File: config.mk
export PLATFORM = sky130hd
export DESIGN_NAME = vend_sequencer
export DESIGN_NICKNAME = d
export VERILOG_FILES = /design/src/rtl/vend_sequencer.sv
export SDC_FILE = /design/constraint.sdc
export NUM_CORES = 1
export LEC_CHECK = 0
export ABC_AREA = 1
export BUFFER_PORTS_ARGS = -buffer_cell sky130_fd_sc_hd__clkbuf_2
export CAP_MARGIN = 15
export CELL_PAD_IN_SITES_DETAIL_PLACEMENT = 1
export CELL_PAD_IN_SITES_GLOBAL_PLACEMENT = 1
export CORE_ASPECT_RATIO = 1.5
export CORE_MARGIN = 2
export CORE_UTILIZATION = 36
export DETAILED_ROUTE_END_ITERATION = 8
export GPL_TIMING_DRIVEN = 0
export PLACE_DENSITY = 0.84
export SETUP_SLACK_MARGIN = 0.15
export SYNTH_ARGS = -nofsm -noshare
export SYNTH_HDL_FRONTEND = slang
export SYNTH_SLANG_ARGS = --single-unit
File: constraint.sdc
create_clock -name clk -period 1.6 [get_ports clk]
set_clock_uncertainty 0.15 [all_clocks]
set_input_delay 0 -clock clk [delete_from_list [all_inputs] [get_ports clk]]
set_output_delay 0 -clock clk [all_outputs]
set_load 0.05 [all_outputs]
File: src/rtl/vend_sequencer.sv
// rtl/vend_sequencer.sv - dispense-motor handshake and coin-change sequencer
//
// Purpose: takes a confirmed purchase (or a cancel), runs the dispense motor,
// then returns change one coin unit at a time with a fixed pulse spacing.
// A motor that never acknowledges turns the purchase into a full refund and
// raises a sticky fault.
//
// Optional feature: define VEND_IDLE_TIMEOUT_EN to refund inserted money after
// IDLE_TIMEOUT cycles of inactivity in IDLE. Without it, funds are held.
//
// Ports:
//   clk          system clock, rising edge
//   rstn         synchronous reset, active HIGH (1 = reset)
//   buy_req      pulse: purchase confirmed (goods_index/price/paid sampled)
//   cancel_req   pulse: refund request (paid sampled); wins over buy_req
//   goods_index  selected item
//   price        item price
//   paid         money inserted
//   motor_ack    level: item dropped
//   motor_req    level: run motor (DISPENSE state)
//   motor_sel    latched goods index, valid while motor_req
//   coin_out     pulse: one coin unit returned
//   change_left  coin units still to return
//   busy         high outside IDLE
//   done         pulse: transaction finished
//   reject       pulse: buy_req with paid < price
//   fault        sticky: motor acknowledge timeout seen since reset

module vend_sequencer #(
  parameter int ACK_TIMEOUT  = 1023,
  parameter int COIN_GAP     = 16,
  parameter int IDLE_TIMEOUT = 1000
) (
  input  logic       clk,
  input  logic       rstn,
  input  logic       buy_req,
  input  logic       cancel_req,
  input  logic [3:0] goods_index,
  input  logic [6:0] price,
  input  logic [6:0] paid,
  input  logic       motor_ack,
  output logic       motor_req,
  output logic [3:0] motor_sel,
  output logic       coin_out,
  output logic [6:0] change_left,
  output logic       busy,
  output logic       done,
  output logic       reject,
  output logic       fault
);

  localparam int ACK_W = $clog2(ACK_TIMEOUT + 1);
  localparam int GAP_W = $clog2(COIN_GAP + 1);

  // DISPENSE gives up on the ACK_TIMEOUT-th cycle without an acknowledge.
  localparam logic [ACK_W-1:0] ACK_LAST = ACK_W'(ACK_TIMEOUT - 1);
  // GAP lasts COIN_GAP-1 cycles so coin pulses are COIN_GAP cycles apart.
  localparam logic [GAP_W-1:0] GAP_LAST = GAP_W'(COIN_GAP - 2);

  if (COIN_GAP < 2 || ACK_TIMEOUT < 1 || IDLE_TIMEOUT < 1) begin : g_cfg_check
    $error("vend_sequencer: COIN_GAP must be >= 2, ACK_TIMEOUT and IDLE_TIMEOUT >= 1");
  end

  typedef enum logic [2:0] {
    S_IDLE,
    S_DISPENSE,
    S_CHANGE,
    S_GAP,
    S_DONE
  } state_t;

  state_t           state;
  state_t           state_nx;
  logic [ACK_W-1:0] ack_cnt;
  logic [ACK_W-1:0] ack_cnt_nx;
  logic [GAP_W-1:0] gap_cnt;
  logic [GAP_W-1:0] gap_cnt_nx;
  logic [6:0]       change_nx;
  logic [6:0]       paid_q;
  logic [6:0]       paid_nx;
  logic [3:0]       sel_nx;
  logic             reject_nx;
  logic             fault_nx;
  logic             refund_req;

`ifdef VEND_IDLE_TIMEOUT_EN
  localparam int IDLE_W = $clog2(IDLE_TIMEOUT + 1);
  localparam logic [IDLE_W-1:0] IDLE_LAST = IDLE_W'(IDLE_TIMEOUT - 1);

  logic [IDLE_W-1:0] idle_cnt;
  logic [6:0]        paid_seen;
  logic              idle_quiet;
  logic              idle_fire;

  // Money is waiting, nobody is asking for anything, and paid is unchanged.
  assign idle_quiet = (state == S_IDLE) && (paid != 7'd0) && (paid == paid_seen) &&
                      !buy_req && !cancel_req;
  assign idle_fire  = idle_quiet && (idle_cnt == IDLE_LAST);

  always_ff @(posedge clk) begin
    if (rstn) begin
      idle_cnt  <= '0;
      paid_seen <= '0;
    end else begin
      paid_seen <= paid;
      if (!idle_quiet || idle_fire) begin
        idle_cnt <= '0;
      end else begin
        idle_cnt <= idle_cnt + IDLE_W'(1);
      end
    end
  end

  // An inactivity expiry is handled exactly like a user cancel.
  assign refund_req = cancel_req || idle_fire;
`else
  assign refund_req = cancel_req;
`endif

  always_comb begin
    state_nx   = state;
    ack_cnt_nx = ack_cnt;
    gap_cnt_nx = gap_cnt;
    change_nx  = change_left;
    paid_nx    = paid_q;
    sel_nx     = motor_sel;
    reject_nx  = 1'b0;
    fault_nx   = fault;

    case (state)
      S_IDLE: begin
        // A cancel swallows a simultaneous buy, even when there is nothing to refund.
        if (refund_req) begin
          if (paid != 7'd0) begin
            change_nx = paid;
            state_nx  = S_CHANGE;
          end
        end else if (buy_req) begin
          if (paid >= price) begin
            sel_nx     = goods_index;
            change_nx  = paid - price;
            paid_nx    = paid;
            ack_cnt_nx = '0;
            state_nx   = S_DISPENSE;
          end else begin
            reject_nx = 1'b1;
          end
        end
      end

      S_DISPENSE: begin
        // Acknowledge takes priority over a timeout landing in the same cycle.
        if (motor_ack) begin
          state_nx = S_CHANGE;
        end else if (ack_cnt == ACK_LAST) begin
          fault_nx  = 1'b1;
          change_nx = paid_q;
          state_nx  = S_CHANGE;
        end else begin
          ack_cnt_nx = ack_cnt + ACK_W'(1);
        end
      end

      S_CHANGE: begin
        if (change_left == 7'd0) begin
          state_nx = S_DONE;
        end else begin
          change_nx  = change_left - 7'd1;
          gap_cnt_nx = '0;
          state_nx   = S_GAP;
        end
      end

      S_GAP: begin
        if (gap_cnt == GAP_LAST) begin
          state_nx = S_CHANGE;
        end else begin
          gap_cnt_nx = gap_cnt + GAP_W'(1);
        end
      end

      S_DONE: begin
        state_nx = S_IDLE;
      end

      default: begin
        state_nx = S_IDLE;
      end
    endcase
  end

  always_ff @(posedge clk) begin
    if (rstn) begin
      state       <= S_IDLE;
      ack_cnt     <= '0;
      gap_cnt     <= '0;
      change_left <= '0;
      paid_q      <= '0;
      motor_sel   <= '0;
      reject      <= 1'b0;
      fault       <= 1'b0;
    end else begin
      state       <= state_nx;
      ack_cnt     <= ack_cnt_nx;
      gap_cnt     <= gap_cnt_nx;
      change_left <= change_nx;
      paid_q      <= paid_nx;
      motor_sel   <= sel_nx;
      reject      <= reject_nx;
      fault       <= fault_nx;
    end
  end

  assign motor_req = (state == S_DISPENSE);
  assign coin_out  = (state == S_CHANGE) && (change_left != 7'd0);
  assign busy      = (state != S_IDLE);
  assign done      = (state == S_DONE);

endmodule
==> impl_metrics.toml <==
[sta]
hold_viol_final = 0
setup_viol = 33
slew_viol_final = 0
fmax_ghz = 0.541
tightest_slew_ns = 0.850
tns_ns = -4.06
min_period_ns = 1.85
layout_setup_ws_ns = -0.249
fin_crit_sh_pct = 116
slew_headroom_pct = 43.3
rsz0062_at_grt = "yes"

[clock_network]
cts_tree = "yes"
cts_sinks = 38
clk_pin_slew_ns = 0.09
clock-root-buffer = "clkbuf_8"
cts-buffers-inserted = 5
htreeDepth = 2
clk_path_buf_depth = 2
clk_latency_ns = 0.33

[final_layout]
antenna_cells = 0
drive_gt1_share_pct = 44.2
layout_commonest_cell = "nand2_1"
final_cell_mix = "nand2_1, nor2_1, inv_1, clkbuf_2, buf_4"
area_delta_synth_final_pct = 57.7
layout.cells.non_filler = 611
final_nets = 546

[synth]
synth_area_per_cell_um2 = 6.34
yosys.area.top_type = "dfxtp_1"
synth_top_family_by_area = "simple AND/OR/NAND/NOR gates"
synth_area_leaders = "dfxtp_1, nand2_1, nor2_1"
synth-compound-area-share_pct = 12.0
ys_ff_latch = 38
yosys.area_share.simple_pct = 40.3
yosysSeqAreaShare_pct = 28.9
postSynthCellCount = 415
synth_cell_type_count = 41
synth_fa_ha_area_share_pct = 6.46
synth_xor_area_share_pct = 2.00
syn_nets = 451
ys_warn_count = 0
synth_top_area_share_pct = 28.9
synth_mux_area_share_pct = 0
mappedNetlistArea_mm2 = 0.00263

[place]
routabilityCongestion = 0.843
dp_hpwl_um = 6160
dp.cells = 553
dpl_worst_slack_ns = -0.314
port_buffers = 38

[setup_path]
max_stage_delay_ns = 0.39
crit_arrival_ns = 1.92
critPathKind = "flop to flop"
crit_top_cell = "nor2_1"
worst_path_max_delay_cell = "dfxtp_4"
crit_fanout = 10
start_kind = "flop"
cp.required_ns = 1.67
crit_chain = "inv_4 -> buf_4 -> nand3_4 -> inv_1 -> nand3_1 -> o21ai_0 -> nor2_1 -> nand2_1 -> nor2_1 -> nor2_1"
endpoint_kind = "flop"

[power_and_ir_drop]
total_power_w = 0.00612
clockPowerShare_pct = 11.7
p_comb_share_pct = 66.1
p_int_w = 0.00293
power_leakage_nw = 1.78
peakVddDrop_mv = 0.689
power.switching_w = 0.00319
cellPowerDensity_mw_per_mm2 = 1470
p_sw_share_pct = 52.1
seqPwrFrac_pct = 22.1

[die]
coreArea_mm2 = 0.00718
ios = 40
die_x_um = 73.8
start_util_pct = 36.7
rows = 38
die_area_mm2 = 0.00803
die_y_um = 109

[run]
cap_violations = 0

[grt]
grt_overflow_total = 0
grtUsageTotal_pct = 26.6
grt_max_degree = 13
grt_antenna_before_repair = 0
grt_pass1_wl_um = 16400
grt_pass1_vias = 3363

[run_status]
outcome = "finished with violations"
violations = "negative setup slack"

[route]
route.detailed.drc = 0
drt-vias-per-instance = 5.43
drt_iter0_drc = 205
ant_nets = 0
dr.pass1.iters = 4
wl_per_cell_um = 19.8
drt_wl_total_um = 12100
routed-via-count = 3319

[worst_hold_path]
hold_path.class = "primary input to flop"
==> cell type report <==
type	instances	area (µm²)
Buffer	8	67.6
Multi-Input combinational cell	310	2130
Inverter	59	262
Clock buffer	6	72.6
Timing Repair Buffer	88	688
Clock inverter	2	10.0
Fill cell	915	3030
Tap cell	100	125
Sequential cell	38	798
==> cells in the mapped netlist, drive strengths merged <==
library cell  instances
a211oi                1
a21oi                33
and3                  3
dfxtp                38
o21a                  1
nor2                 66
or2                   2
nand3b                1
inv                  58
xnor2                 2
nor4                  1
nor3b                 2
nor3                  8
ha                   12
nand2               107
nand3                35
o21bai                1
buf                   5
nand4                 7
a31oi                 1
o211ai                1
clkinv                1
o21ai                20
xor2                  4
and2                  1
clkbuf                3
fa                    1
==> path summary, 6_finish.rpt <==
| check | end | cells past startpoint | startpoint | slack (ns) |
|---|---|---|---|---|
| min reg2reg | paid_q[6]$_SDFFE_PP0P_ | 2 | paid_q[6]$_SDFFE_PP0P_ | 0.34 |
| max | change_left[6]$_SDFFE_PP0P_ | 10 | state[0]$_SDFFE_PP0P_ | -0.25 |
| max reg2reg | change_left[6]$_SDFFE_PP0P_ | 10 | state[0]$_SDFFE_PP0P_ | -0.25 |
| min | reject$_SDFF_PP0_ | 5 | cancel_req | 0.03 |
==> stage by stage <==
step	cell area, µm²	utilization, %	hold WS, ns
after floorplan	2730	-	-0.0789
after global placement	3040	42.4	0.0647
after detailed placement	3040	42.4	0.0740
after CTS	3750	52.2	-0.0418
after global routing	4150	57.8	0.0563
final	4150	57.8	0.0328
==> kinds of logic (layout without fill, tap and decap cells) <==
| kind of cell | Yosys count | count (layout) |
|---|---|---|
| AND/OR/NAND/NOR | 233 | 233 |
| buffers and inverters | 67 | 163 |
| AO/OA/AOI/OAI | 58 | 58 |
| flip-flops | 38 | 38 |
| adder cells (fa/ha/maj) | 13 | 13 |
| XOR/XNOR | 6 | 6 |
==> what timing repair did <==
item,in CTS,in global routing
gates resized for setup,76,94
cloned,3,0
pin swaps,18,28
buffers inserted,24,9
endpoints found under the hold margin,14,0
setup endpoints to repair,37,40
hold buffers,14,0
==> flip-flops by register name, indices dropped and copies added, names as in the netlist <==
signal / count
reject: 1
gap_cnt: 5
state: 3
motor_sel: 4
fault: 1
ack_cnt: 10
paid_q: 7
change_left: 7
==> worst max-delay path, delay by kind of cell, from the launching register on <==
family	cells	cell delay, ns
AOI/OAI and AO/OA	1	0.16
and+or+nand+nor	6	0.72
DFF	1	0.39
buffers and inverters	3	0.30
==> metal layers <==
layer,track usage [%],share of wire [%],vias to the layer above
li1,-,-,1519
met1,27.6,39,1646
met2,51.0,53,106
met3,3.70,3.5,48
met4,11.7,4.6,0
met5,0,0,-
==> power by group through the flow <==
| stage | clock, W | combinational, W | sequential, W |
|---|---|---|---|
| 4_1_cts | 0.000684 | 0.00337 | 0.00132 |
| 3_3_place_gp | 0 | 0.00254 | 0.00132 |
| 3_5_place_dp | 0 | 0.00261 | 0.00133 |
| 6_report | 0.000718 | 0.00405 | 0.00135 |
| 2_1_floorplan | 0 | 0.00178 | 0.00154 |
| 5_1_grt | 0.000751 | 0.00427 | 0.00138 |
Power figures use the tool's default switching activity.
